<file path="src/rtl/imem_fetch_unit.sv">
// Loadable instruction memory with a request/valid fetch handshake and programmable wait states.
// One fetch in flight at a time; the word is captured at acceptance and delivered LATENCY edges later.
module imem_fetch_unit #(
  parameter int                 DATA_W   = 32,
  parameter int                 ADDR_W   = 32,
  parameter int                 DEPTH    = 64,
  parameter int                 LATENCY  = 1,
  parameter logic [DATA_W-1:0]  NOP_WORD = '0
) (
  input  logic              clk,
  input  logic              rst_n,
  input  logic              fetch_req,
  output logic              fetch_ready,
  input  logic [ADDR_W-1:0] pc,
  input  logic              flush,
  output logic [DATA_W-1:0] instr,
  output logic              instr_valid,
  output logic              instr_oob,
  input  logic              load_en,
  input  logic [ADDR_W-1:0] load_addr,
  input  logic [DATA_W-1:0] load_data,
  output logic              load_err
);

  localparam int                IDX_W   = (DEPTH > 1) ? $clog2(DEPTH) : 1;
  localparam logic [ADDR_W-1:0] DEPTH_A = ADDR_W'(DEPTH);
  localparam logic [3:0]        LAT     = 4'(LATENCY);

  logic [DATA_W-1:0] r_mem [DEPTH];
  logic [3:0]        r_cnt;
  logic [DATA_W-1:0] r_pend_word;
  logic              r_pend_oob;
  logic [DATA_W-1:0] r_instr;
  logic              r_valid;
  logic              r_oob;
  logic              r_load_err;

  logic              w_fetch_oob;
  logic              w_load_oob;
  logic              w_accept;
  logic              w_done;
  logic [DATA_W-1:0] w_rd_word;

  // Full-width compares: an index beyond DEPTH must never alias onto a real word.
  assign w_fetch_oob = (pc >= DEPTH_A);
  assign w_load_oob  = (load_addr >= DEPTH_A);
  assign fetch_ready = (r_cnt <= 4'd1) || flush;
  assign w_accept    = fetch_req && fetch_ready;
  assign w_done      = (r_cnt == 4'd1) && !flush;
  assign w_rd_word   = w_fetch_oob ? NOP_WORD : r_mem[pc[IDX_W-1:0]];

  always_ff @(posedge clk or negedge rst_n) begin
    if (!rst_n) begin
      for (int i = 0; i < DEPTH; i++) r_mem[i] <= NOP_WORD;
    end else if (load_en && !w_load_oob) begin
      r_mem[load_addr[IDX_W-1:0]] <= load_data;
    end
  end

  always_ff @(posedge clk or negedge rst_n) begin
    if (!rst_n) begin
      r_cnt       <= 4'd0;
      r_pend_word <= NOP_WORD;
      r_pend_oob  <= 1'b0;
      r_instr     <= NOP_WORD;
      r_valid     <= 1'b0;
      r_oob       <= 1'b0;
      r_load_err  <= 1'b0;
    end else begin
      r_valid    <= 1'b0;
      r_load_err <= load_en && w_load_oob;
      if (flush) begin
        r_cnt <= 4'd0;
      end else if (r_cnt != 4'd0) begin
        r_cnt <= r_cnt - 4'd1;
      end
      if (w_done) begin
        r_instr <= r_pend_word;
        r_oob   <= r_pend_oob;
        r_valid <= 1'b1;
      end
      // Acceptance overrides the decrement so a completing fetch can be chained.
      if (w_accept) begin
        r_cnt       <= LAT;
        r_pend_word <= w_rd_word;
        r_pend_oob  <= w_fetch_oob;
      end
    end
  end

  assign instr       = r_instr;
  assign instr_valid = r_valid;
  assign instr_oob   = r_oob;
  assign load_err    = r_load_err;

endmodule

</file>
<file path="config.mk">
export PLATFORM = sky130hd
export DESIGN_NAME = imem_fetch_unit
export DESIGN_NICKNAME = d
export VERILOG_FILES = /design/src/rtl/imem_fetch_unit.sv
export SDC_FILE = /design/constraint.sdc
export NUM_CORES = 2
export LEC_CHECK = 0
export ABC_AREA = 0
export BUFFER_PORTS_ARGS = -buffer_cell sky130_fd_sc_hd__buf_2
export CELL_PAD_IN_SITES_DETAIL_PLACEMENT = 2
export CELL_PAD_IN_SITES_GLOBAL_PLACEMENT = 2
export CORE_MARGIN = 8
export CORE_UTILIZATION = 51
export CTS_CLUSTER_SIZE = 12
export DETAILED_ROUTE_END_ITERATION = 8
export GPL_ROUTABILITY_DRIVEN = 0
export PLACE_DENSITY_LB_ADDON = 0.1
export SETUP_SLACK_MARGIN = 0.15
export SYNTH_ARGS = -nofsm -noshare
export SYNTH_HDL_FRONTEND = slang
export SYNTH_SLANG_ARGS = --single-unit
</file>
<file path="constraint.sdc">
create_clock -name clk -period 5.31 [get_ports clk]
set_input_delay 1.3275 -clock clk [delete_from_list [all_inputs] [get_ports clk]]
set_output_delay 1.3275 -clock clk [all_outputs]
set_load 0.05 [all_outputs]
</file>
==> results by group <==
Run status
  • Status: finished clean

Global routing
  • Total track usage: 31.3%
  • First-pass GRT wire length: 484 mm
  • Largest net degree at the start of global routing: 127
  • Antenna violations before repair: 34
  • Vias in the first global route: around 70000
  • Overflow after GRT: 0

Die
  • Row Count: 161
  • Die area: 206000 um2
  • Ports: 137
  • Initial core utilization: 51.1%
  • Die width: 454 um
  • Die height: 454 um
  • Area of the core: between 150000 and 200000 um2

Critical path
  • R2r startpoint: r_cnt[0]$_DFFE_PN0P_
  • CP startpoint: pc[1]
  • CP Data Required Time: ~6.1 ns
  • Reg2Reg Depth: 8
  • CP arrival: 4.70 ns
  • Crit Reg-Reg Endpoint: r_pend_word[18]$_DFFE_PN0P_
  • R2R setup slack: 2.02 ns
  • Max Fanout on Critical Path: 48
  • Setup crit end kind: register
  • Worst Setup Start Kind: input pin
  • Setup Crit Path Kind: in -> reg

CTS
  • Clk slew on worst S/H paths: 0.06 ns
  • Sinks on Clock Net: approximately 2100
  • Worst skew pair latency: 0.87 ns
  • Maximum root-to-sink buffer count: 3
  • CTS tree: done
  • # H-tree levels: 4
  • Post-CTS Setup Bufs: 0
  • Root Buffer: clkbuf_16
  • PostCTS Resize Cnt: 0
  • Post-cts hold buffer count: 0
  • CTS buffer count: 227

Placed design
  • Port buffer count: 136
  • Final HPWL DP: 188 mm
  • Pre-CTS WS: 0.896 ns

Pwr
  • Clock Power Share: a little under half
  • Leak: about 53 nW
  • Switching pwr: 0.00820 W
  • Sw Share: 24.0%
  • Flop pwr share: 47.4%
  • P per Cell Area: 314 nW/um2
  • Pwr Total: 0.0342 W
  • Worst VDD drop: approximately 280 uV
  • Pint: 0.0260 W
  • Combinational share of power: a little under 6%

Synthesis
  • Dominant synthesized flop cell: dfrtp_1
  • Gate count of the mapped netlist: 6651
  • Register bit total from synthesis: 2120
  • Ys async rst share: 100%
  • Netlist Area Pre-Place: 98000 um2
  • Syn avg cell area: 14.7 um2
  • Synth Net Count: between 6000 and 7000
  • Distinct cells, synth: 46
  • Sequential element share of the synthesized area: 54.2%
  • Synth warnings: 0
  • Post-synth EDFFs: 0

Layout
  • Fin nets: 6718
  • Fin util: 56.7%
  • Fill cells: 16512
  • Area Overhead vs Synth: 11.0%
  • Fraction of layout instances using a drive strength above 1: 48.8%
  • FF/Latch Area: 53100 um2
  • Multi-input logic area: 41600 um2

Routing
  • Highest metal layer with signal wires: met5
  • DR vias/cell: ~6.4
  • Vias: 60176
  • Mean routed wirelength per cell: between 30 and 40 um
  • Initial detailed-routing violation count: roughly 3800
  • DR DRC count: 0
  • Drt first pass iters: 7
  • Final ANT Viol Nets: 0
  • Met3 wire len: 13.6 mm
  • Routed WL: 323 mm
  • Met2 routed WL: approximately 160 mm
  • M1 wire length: between 100 and 150 mm

Flow run
  • Max-cap viol count: 0

STA
  • Final period util: 73.3%
  • Setup ws final: between 1 and 1.5 ns
  • Final Setup Violations: 0
  • Fmax achieved: approximately 260 MHz
  • Relative slew margins: 5.32%
  • Hold Violations, Final: 0
  • Max Transition Viols Final: 0
  • Min Tclk post-route: 3.89 ns
  • RSZ-0062 raised after global routing: false
  • Setup TNS: 0 ns
  • Setup Skew: 0.0301 ns
  • Worst-margin pin slew: 1.42 ns

Min path
  • Hold WC Path Type: in -> async
## cell families after synthesis
kind of cell	share of synthesized area (%)
AOI/OAI and AO/OA	4.64
xor gates and xnor gates	0.00894
adders and majority gates	0.0255
buffers and inverters	3.56
DFF	54.2
muxes	35.8
and+or+nand+nor	1.85
## cells in the mapped netlist, drive strengths merged (23+ instances only)
cell type  number  area [um2]
mux2         2321       26100
dfrtp        2120       53100
buf           362        2350
clkbuf        299        1120
mux2i         292        2920
mux4          265        5970
o21ai         206        1030
a21oi         122         611
nor2          108         713
a221oi         87         762
a22oi          87         653
nand2          70         265
o221ai         69         604
o22ai          62         388
nor2b          28         175
nand4b         24         225
a221o          23         230
## power by group through the flow
stage | clock [W] | sequential [W] | combinational [W]
floorplan | 0 | 0.0165 | 0.000922
global placement | 0 | 0.0165 | 0.00190
detailed placement | 0 | 0.0165 | 0.00195
CTS | 0.0163 | 0.0162 | 0.00198
global route | 0.0168 | 0.0162 | 0.00209
finish | 0.0160 | 0.0162 | 0.00197
## worst max-delay path, cell delays in order
cell and delay, ns:
buf_8 0.41, nand3b_1 0.73, o22ai_1 0.21, a2111oi_0 0.75, o21ai_0 0.23, a21oi_1 0.74, or3_1 0.21
## state kept, by name (all words and copies together), names as in the netlist
signal       flops
instr_valid      1
r_mem         2048
r_pend_word     32
r_pend_oob       1
r_cnt            4
instr           32
load_err         1
instr_oob        1
## metal layers
layer | vias up | global-route usage, %
li1 | 24585 | -
met3 | 697 | 4.60
met5 | - | 0
met2 | 1527 | 53.0
met4 | 6 | 13.8
met1 | 33361 | 40.3
## cell usage in the layout (no fill, tap or decap), types with 68 or more instances in the layout
| cell type | count |
|---|---|
| a21oi_1 | 122 |
| a221oi_1 | 87 |
| a22oi_1 | 87 |
| buf_2 | 130 |
| buf_4 | 203 |
| clkbuf_1 | 68 |
| clkbuf_16 | 233 |
| dfrtp_1 | 2120 |
| mux2_1 | 88 |
| mux2_2 | 2233 |
| mux2i_1 | 292 |
| mux4_2 | 265 |
| o21ai_0 | 206 |
| o221ai_1 | 69 |
## stage by stage
step,area (um2),std cells,hold WS [ns]
after floorplan,98000,6651,0.452
after global placement,101000,8912,0.461
after detailed placement,101000,8912,0.471
after CTS,109000,9320,0.418
after global routing,109000,9329,0.450
final,109000,9338,0.415
## worst max-delay path by stage
stage | end | slack (ns)
finish | r_pend_word[26]$_DFFE_PN0P_ | 1.42
global route | fetch_ready | 1.37
CTS | fetch_ready | 1.44
detailed placement | r_mem[967]$_DFFE_PN0P_ | 0.90
global placement | r_mem[976]$_DFFE_PN0P_ | 0.96
floorplan | fetch_ready | 2.00
## layout make-up
cell class	count	share of cell area (%)
diodes	18	0.0414
multi-input cells	3865	38.3
inverters	5	0.0173
repair buffers	396	3.14
clock inverters	47	0.472
flip-flops and latches	2120	48.8
clock buffers	361	6.36
well taps	2526	2.91
(Power assumes the default switching activity.)
